[src/rtl/riscv_pkg.sv]
// Shared RV32I pipeline definitions: widths, NOP encoding, opcodes and fetch FSM states.
package riscv_pkg;

  localparam int unsigned XLEN = 32;
  localparam int unsigned ILEN = 32;

  localparam logic [ILEN-1:0] NOP_INSTR = 32'h0000_0013;

  localparam logic [6:0] OP_LOAD   = 7'b0000011;
  localparam logic [6:0] OP_STORE  = 7'b0100011;
  localparam logic [6:0] OP_RTYPE  = 7'b0110011;
  localparam logic [6:0] OP_IMM    = 7'b0010011;
  localparam logic [6:0] OP_BRANCH = 7'b1100011;

  typedef enum logic [1:0] {
    S_IDLE = 2'd0,
    S_REQ  = 2'd1,
    S_WAIT = 2'd2,
    S_HOLD = 2'd3
  } fetch_state_t;

  // Payload carried from fetch into the IF/ID slot.
  typedef struct packed {
    logic [ILEN-1:0] instr;
    logic [XLEN-1:0] pc;
  } fetch_pkt_t;

endpackage

[src/rtl/if_id_reg.sv]
// IF/ID pipeline slot: load, flush and drain, with NOP fill whenever the slot is empty.
module if_id_reg
  import riscv_pkg::*;
(
  input  logic       clk,
  input  logic       rst_n,
  input  logic       load_i,
  input  fetch_pkt_t load_pkt_i,
  input  logic       flush_i,
  input  logic       id_ready_i,
  output logic       valid_o,
  output fetch_pkt_t pkt_o
);

  logic       valid_q, valid_d;
  fetch_pkt_t pkt_q, pkt_d;

  // Flush beats load beats drain; an emptied slot always shows NOP.
  always_comb begin
    valid_d = valid_q;
    pkt_d   = pkt_q;
    if (flush_i) begin
      valid_d     = 1'b0;
      pkt_d.instr = NOP_INSTR;
    end else if (load_i) begin
      valid_d = 1'b1;
      pkt_d   = load_pkt_i;
    end else if (valid_q && id_ready_i) begin
      valid_d     = 1'b0;
      pkt_d.instr = NOP_INSTR;
    end
  end

  always_ff @(posedge clk or negedge rst_n) begin
    if (!rst_n) begin
      valid_q     <= 1'b0;
      pkt_q.instr <= NOP_INSTR;
      pkt_q.pc    <= XLEN'(0);
    end else begin
      valid_q <= valid_d;
      pkt_q   <= pkt_d;
    end
  end

  assign valid_o = valid_q;
  assign pkt_o   = pkt_q;

endmodule

[src/rtl/fetch_stage.sv]
// RV32I instruction-fetch stage: PC, single-outstanding imem requests, IF/ID slot.
// Optional FETCH_PERF_EN adds perf_fetched / perf_stall / perf_flush counters.
module fetch_stage
  import riscv_pkg::*;
#(
  parameter logic [XLEN-1:0] RESET_PC = 32'h0000_0000
) (
  input  logic            clk,
  input  logic            rst_n,
  output logic            imem_req_valid,
  input  logic            imem_req_ready,
  output logic [XLEN-1:0] imem_req_addr,
  input  logic            imem_rsp_valid,
  input  logic [ILEN-1:0] imem_rsp_data,
  input  logic            redirect_valid,
  input  logic [XLEN-1:0] redirect_pc,
  output logic            if_id_valid,
  output logic [ILEN-1:0] if_id_instr,
  output logic [XLEN-1:0] if_id_pc,
  input  logic            id_ready
`ifdef FETCH_PERF_EN
  ,
  output logic [31:0]     perf_fetched,
  output logic [31:0]     perf_stall,
  output logic [31:0]     perf_flush
`endif
);

  fetch_state_t    state_q, state_d;
  logic [XLEN-1:0] pc_q, pc_d;
  logic            drop_q, drop_d;
  logic [ILEN-1:0] hold_q, hold_d;

  logic            load_c;
  fetch_pkt_t      load_pkt_c;
  fetch_pkt_t      slot_pkt;
  logic            slot_free_c;
  logic [XLEN-1:0] redirect_tgt_c;

  assign slot_free_c    = !if_id_valid || id_ready;
  assign redirect_tgt_c = redirect_pc & ~XLEN'(3);
  assign imem_req_valid = (state_q == S_REQ) && !redirect_valid;
  assign imem_req_addr  = pc_q;

  // Next-state logic; a redirect overrides whatever the FSM would otherwise do.
  always_comb begin
    state_d          = state_q;
    pc_d             = pc_q;
    drop_d           = drop_q;
    hold_d           = hold_q;
    load_c           = 1'b0;
    load_pkt_c.instr = imem_rsp_data;
    load_pkt_c.pc    = pc_q;

    case (state_q)
      S_IDLE: state_d = S_REQ;
      S_REQ: begin
        if (imem_req_valid && imem_req_ready) state_d = S_WAIT;
      end
      S_WAIT: begin
        if (imem_rsp_valid) begin
          if (drop_q) begin
            drop_d  = 1'b0;
            state_d = S_REQ;
          end else if (slot_free_c) begin
            load_c  = 1'b1;
            pc_d    = pc_q + XLEN'(4);
            state_d = S_REQ;
          end else begin
            hold_d  = imem_rsp_data;
            state_d = S_HOLD;
          end
        end
      end
      S_HOLD: begin
        if (id_ready) begin
          load_c           = 1'b1;
          load_pkt_c.instr = hold_q;
          pc_d             = pc_q + XLEN'(4);
          state_d          = S_REQ;
        end
      end
      default: state_d = S_IDLE;
    endcase

    if (redirect_valid) begin
      pc_d   = redirect_tgt_c;
      load_c = 1'b0;
      hold_d = ILEN'(0);
      case (state_q)
        S_WAIT: begin
          drop_d  = !imem_rsp_valid;
          state_d = imem_rsp_valid ? S_REQ : S_WAIT;
        end
        S_HOLD:  state_d = S_REQ;
        default: ;
      endcase
    end
  end

  always_ff @(posedge clk or negedge rst_n) begin
    if (!rst_n) begin
      state_q <= S_IDLE;
      pc_q    <= RESET_PC;
      drop_q  <= 1'b0;
      hold_q  <= ILEN'(0);
    end else begin
      state_q <= state_d;
      pc_q    <= pc_d;
      drop_q  <= drop_d;
      hold_q  <= hold_d;
    end
  end

  if_id_reg u_if_id_reg (
    .clk        (clk),
    .rst_n      (rst_n),
    .load_i     (load_c),
    .load_pkt_i (load_pkt_c),
    .flush_i    (redirect_valid),
    .id_ready_i (id_ready),
    .valid_o    (if_id_valid),
    .pkt_o      (slot_pkt)
  );

  assign if_id_instr = slot_pkt.instr;
  assign if_id_pc    = slot_pkt.pc;

`ifdef FETCH_PERF_EN
  logic [31:0] perf_fetched_q, perf_stall_q, perf_flush_q;

  // Free-running event counters; wrap naturally at 2^32.
  always_ff @(posedge clk or negedge rst_n) begin
    if (!rst_n) begin
      perf_fetched_q <= 32'd0;
      perf_stall_q   <= 32'd0;
      perf_flush_q   <= 32'd0;
    end else begin
      if (load_c)             perf_fetched_q <= perf_fetched_q + 32'd1;
      if (state_q == S_HOLD)  perf_stall_q   <= perf_stall_q + 32'd1;
      if (redirect_valid)     perf_flush_q   <= perf_flush_q + 32'd1;
    end
  end

  assign perf_fetched = perf_fetched_q;
  assign perf_stall   = perf_stall_q;
  assign perf_flush   = perf_flush_q;
`endif

endmodule

[config.mk]
export PLATFORM = sky130hd
export DESIGN_NAME = fetch_stage
export DESIGN_NICKNAME = d
export VERILOG_FILES = /design/src/rtl/riscv_pkg.sv /design/src/rtl/if_id_reg.sv /design/src/rtl/fetch_stage.sv
export SDC_FILE = /design/constraint.sdc
export NUM_CORES = 1
export LEC_CHECK = 0
export BUFFER_PORTS_ARGS = -buffer_cell sky130_fd_sc_hd__clkbuf_2
export CAP_MARGIN = 0
export CORE_MARGIN = 2
export CORE_UTILIZATION = 45
export CTS_CLUSTER_SIZE = 25
export DETAILED_ROUTE_END_ITERATION = 8
export GPL_TIMING_DRIVEN = 0
export PLACE_DENSITY_LB_ADDON = 0.12
export SLEW_MARGIN = 15
export SYNTH_ARGS = -nofsm -noshare
export SYNTH_HDL_FRONTEND = slang
export SYNTH_SLANG_ARGS = --single-unit
[constraint.sdc]
create_clock -name clk -period 4 [get_ports clk]
set_clock_uncertainty 0.2 [all_clocks]
set_input_delay 0.8 -clock clk [delete_from_list [all_inputs] [get_ports clk]]
set_output_delay 0.8 -clock clk [all_outputs]
set_load 0.02 [all_outputs]
==> results of run 1 <==
==> per-layer routing <==
metal	global-route usage (%)	vias up	part of all wire, %
li1	-	2450	-
met4	5.88	0	0.81
met5	0	-	0
met3	7.05	12	6.9
met1	28.9	2354	43
met2	37.1	151	49
==> Yosys cell counts, types with 5 or more instances <==
master,instances
nand2_1,218
and2_1,5
nand4_1,16
mux2i_1,33
a21oi_1,38
inv_1,8
xnor2_1,10
nand3_1,6
and3_1,7
xor2_1,16
dfrtp_1,125
nor2_1,7
o21ai_0,57
nor4_1,5
clkbuf_1,35
==> layout by cell type, fill, tap and decap left out, types with 4 or more instances in the layout <==
cell type / count
inv_1: 8
nand2_1: 218
conb_1: 4
clkbuf_1: 35
nand4_1: 16
a31oi_1: 4
dfrtp_1: 125
xor2_1: 16
o21ai_0: 57
mux2i_1: 33
or3_1: 4
clkinvlp_4: 5
xnor2_1: 10
nand3_1: 6
and3_1: 7
buf_4: 4
nor2_1: 7
and2_1: 5
a21oi_1: 38
clkbuf_2: 160
nor4_1: 5
clkbuf_16: 17
==> sequential cells by signal, summed over array words and instances, names as in the netlist <==
signal               cells
hold_q                  32
imem_req_addr           30
drop_q                   1
u_if_id_reg.valid_o      1
state_q                  2
u_if_id_reg.pkt_o       62
==> area by class of cell <==
cell class	instances	area, µm²
Sequential cell	128	3210
Multi-Input combinational cell	452	2360
Timing Repair Buffer	162	842
Clock inverter	13	139
Clock buffer	19	453
Tap cell	172	215
Fill cell	1132	5150
Buffer	41	170
Inverter	8	30.0
==> power by group <==
part           internal (mW)  switching (mW)  leakage, nW  total (mW)
Combinational          0.238           0.463         1.82       0.701
Clock                  0.948           0.556        0.277        1.50
Sequential              1.46           0.119         1.67        1.58
==> logic make-up after synthesis <==
group | after synthesis
AND/OR/NAND/NOR | 278
flip-flops | 128
AO/OA/AOI/OAI | 108
buffers and inverters | 49
multiplexers | 35
XOR/XNOR | 26
adder cells (fa/ha/maj) | 1
other | 1
==> per-stage QoR <==
stage	hold slack, ps	instance area [µm²]
6_report	121	7420
5_1_grt	135	7420
4_1_cts	133	7420
3_5_place_dp	262	6830
3_3_place_gp	258	6790
2_1_floorplan	301	5770
==> worst max path at each step <==
stage          cells past startpoint             start                     to  slack (ps)
6_report                           7  imem_req_addr[2]      imem_req_addr[22]        1020
3_3_place_gp                       1             rst_n  u_if_id_reg.pkt_o[10]         -70
3_5_place_dp                       7    imem_rsp_valid      imem_req_addr[22]         610
5_1_grt                            7  imem_req_addr[2]      imem_req_addr[22]         830
4_1_cts                            7  imem_req_addr[2]      imem_req_addr[30]         970
2_1_floorplan                      6          id_ready      imem_req_addr[31]        1320
==> results.ini, run 1 <==
[sta]
layout_min_cycle_time_ps=2980
fin_ws_ps=1020
finalMaxSlewViolations=0
finalSetupTns_ps=0
maxSlewHeadroom_pct=26.4
rsz0062_at_grt=false
hold_viol=0
post-route-period-util_pct=74.4
tightest_slew_ps=1100
fmax_mhz=336
setup_violations=0

[place]
placedCellCount=963
pre_cts_ws_ps=610
place_congestion=0.855
port_buffers=161
place_hpwl_um=10900

[clock_tree]
numCtsBuffers=17
h-tree-depth=4
cts_resized=0
clk_pin_slew_ps=60
clock_path_buffers=2
cts_hold_buf=0
postCtsSetupRepairBufs=0
cts.sinks=128
cts_tree=yes
cts-root-buf=clkbuf_16
clkLatencyLatePin_ps=410

[worst_setup_path]
regToRegSetupSlack_ps=1020
critPathLaunchType=register
path_buf_inv=1
critPathTopFamily=compound AO/OA/AOI/OAI gates
slowest_delay_ps=980
worstPathMaxFanout=10
arrival_ps=3060
critical_path_class=reg -> reg
r2r_start=imem_req_addr[2]
reg2reg_to=imem_req_addr[22]
crit_chain=ha_1, nand2_1, a2111oi_1, clkbuf_1, nand3_1, xnor2_1, o21ai_0
reg2reg_depth=7
critPathSlowestCell=a2111oi_1
worstSetupEndpointType=register
cp.required_ps=4080

[logic_synthesis]
synth-adder-area-share_pct=0.217
ys_ff_latch=128
synth-simple-area-share_pct=20.4
synth_top_area_share_pct=54.3
async_flop_share_pct=100
muxShareOfSynthArea_pct=6.13
synth_area_per_cell_um2=9.20
synth_area_leaders=dfrtp_1 (54%), nand2_1 (14%), mux2i_1 (5.7%)
synth_ff_type=dfrtp_1
synthXorXnorAreaFrac_pct=3.95
yosys_warnings=0
synth_top_family_by_area=simple AND/OR/NAND/NOR gates
syn-instance-count=626
synth_compound_area_share_pct=10.0
synth_cell_types=36
synth_area_um2=5760
synth_edf_count=0
seq_area_frac_synth_pct=55.7
synth_area_leader_cell=dfrtp_1

[detailed_routing]
drt-pass1-iter-count=4
drt_iter0_markers=354
vias_per_cell=4.99
post-route-drc-count=0
drt_wl_total_um=14800
wl_per_cell_um=14.9
routed-via-count=4967
ant_nets=0

[grt]
grt_usage_pct=22.5
grt_pass1_vias=4830
grt_pass1_wl_um=23600
grt_max_degree=82
antenna_found_initial=0
gr-total-overflow=0

[pwr]
power.density_nw_per_um2=510
power_leakage_nw=3.77
fin_total_pwr_mw=3.78
irDropWorstVdd_uv=260

[die]
die_w_um=117
core_area_um2=12600
initial_core_util_pct=45.8
die_area_um2=13700
chipHeight_um=117
rows=41
io-pin-count=168

[worst_hold_path]
holdCritPathClass=in -> async

[cells_and_area]
syn_to_final_growth_pct=28.8
drive_above_1_share_pct=25.0
fin_util_pct=59.0
antennaDiodeCount=0
nets=881
final_cell_count_no_fill=995

[status]
status=finished, final reports clean

[flow_run]
maxCapViolCount=0

(Power assumes the default switching activity.)
==> run 2, diff against run 1 <==
clock period = 2.5 ns   (was 4 ns; I/O delays follow)
==> results.ini, run 2 (synthesis gave the netlist of run 1 again) <==
[worst_setup_path]
regToRegSetupSlack_ps=90
arrival_ps=2540
cp.required_ps=2630
reg2reg_depth=5
critPathLaunchType=register
worstPathMaxFanout=9
r2r_start=drop_q
reg2reg_to=imem_req_addr[31]
worstSetupEndpointType=register
critical_path_class=reg -> reg

[sta]
post-route-period-util_pct=96.4
finalSetupTns_ps=0
fin_ws_ps=91.0
rsz0062_at_grt=false
setup_violations=0
fmax_mhz=415
hold_viol=0
finalMaxSlewViolations=0
tightest_slew_ps=778
maxSlewHeadroom_pct=48.1
layout_min_cycle_time_ps=2410

[place]
port_buffers=161
place_congestion=0.855
pre_cts_ws_ps=-590
placedCellCount=963
placed_cell_area_um2=6830
place_hpwl_um=10900

[clock_tree]
cts_tree=yes
clk_pin_slew_ps=50
clkLatencyLatePin_ps=410
cts.sinks=128
h-tree-depth=4
clock_path_buffers=2
cts-root-buf=clkbuf_16
numCtsBuffers=17

[die]
die_w_um=117
core_area_um2=12600
io-pin-count=168
initial_core_util_pct=45.8
rows=41
chipHeight_um=117
die_area_um2=13700

[pwr]
power.density_nw_per_um2=809
irDropWorstVdd_uv=431
power_leakage_nw=3.80
fin_total_pwr_mw=6.08

[cells_and_area]
final_area_um2=7520
largest_reg_flops=62
mostFrequentLayoutCells=nand2_1 (218), clkbuf_2 (162), dfrtp_1 (123), o21ai_0 (57), a21oi_1 (38)
syn_to_final_growth_pct=30.5
drive_above_1_share_pct=26.5
antennaDiodeCount=0
nets=885
mostFrequentLayoutCell=nand2_1
final_cell_count_no_fill=999

[grt]
grt-busiest-layer=met2
grt_pass1_vias=4863
grt_max_degree=82
grt_usage_pct=22.7
gr-total-overflow=0
grt_pass1_wl_um=23900
gr-usage-met2_pct=37.6
grt_use_met1_pct=29.2
met3_usage_pct=7.05
antenna_found_initial=0

[detailed_routing]
ant_nets=0
post-route-drc-count=0
drt-pass1-iter-count=4
drt_wl_total_um=14900
drt_iter0_markers=370
wl_per_cell_um=15.0
routed-via-count=4994
vias_per_cell=5.00

[flow_run]
maxCapViolCount=0

[worst_hold_path]
hold-path-endpoint=state_q[0]
holdCritPathClass=in -> reg
hold_path_startpoint=imem_req_ready
holdPathStages=2

[status]
status=finished, final reports clean

[run 2: cell count changes in the layout (fill, tap and decap cells not counted), sizes merged]
cell / change
buf: +3
dlygate4sd3: +1
[run 2: critical path: stages (launching register included)]
cell and delay [ps]:
dfrtp_2 430, nand2b_4 190, a211o_4 400, or4_4 590
or3_1 360, a31oi_1 160
[run 2: worst max-delay path by stage]
stage,slack (ps),from,cells after the start,end
after floorplan,80,u_if_id_reg.valid_o,6,imem_req_addr[31]
after global placement,-1270,rst_n,1,u_if_id_reg.pkt_o[10]
after detailed placement,-590,imem_rsp_valid,7,imem_req_addr[22]
after CTS,40,state_q[0],6,imem_req_addr[31]
after global routing,7,imem_req_addr[2],7,imem_req_addr[22]
final,90,drop_q,5,imem_req_addr[31]
[run 2: layout make-up]
type	instances	area (µm²)
multi-input combinational	452	2420
sequential	128	3210
fill	1120	5050
inverter	8	30.0
clock buffer	19	453
buffer	40	168
clock inverter	13	139
tap	172	215
timing repair buffer	167	882
[run 2: repair_timing]
item,CTS,global route
hold buffers,1,0
endpoints found under the setup margin,67,63
pin swaps,1,3
buffers inserted,3,1
gates resized for setup,8,8
hold endpoints to repair,46,0
[run 2: where the power goes]
| group | total (mW) | leakage [nW] | switching [mW] | internal [mW] |
|---|---|---|---|---|
| logic | 1.16 | 1.86 | 0.758 | 0.398 |
| clock network | 2.40 | 0.277 | 0.887 | 1.52 |
| registers | 2.52 | 1.67 | 0.192 | 2.33 |
[run 2: metrics by stage]
stage	hold WS [ps]	utilization, %
CTS	70.8	59.6
global route	93.4	59.8
floorplan	4.41	-
global placement	258	54.0
finish	92.9	59.8
detailed placement	262	54.3
[run 2: metal layers]
layer | share of wire, % | wire, µm | vias up
li1 | - | - | 2456
met1 | 43 | 6470 | 2375
met2 | 49 | 7360 | 153
met3 | 6.7 | 998 | 10
met4 | 0.72 | 108 | 0
met5 | 0 | 0 | -
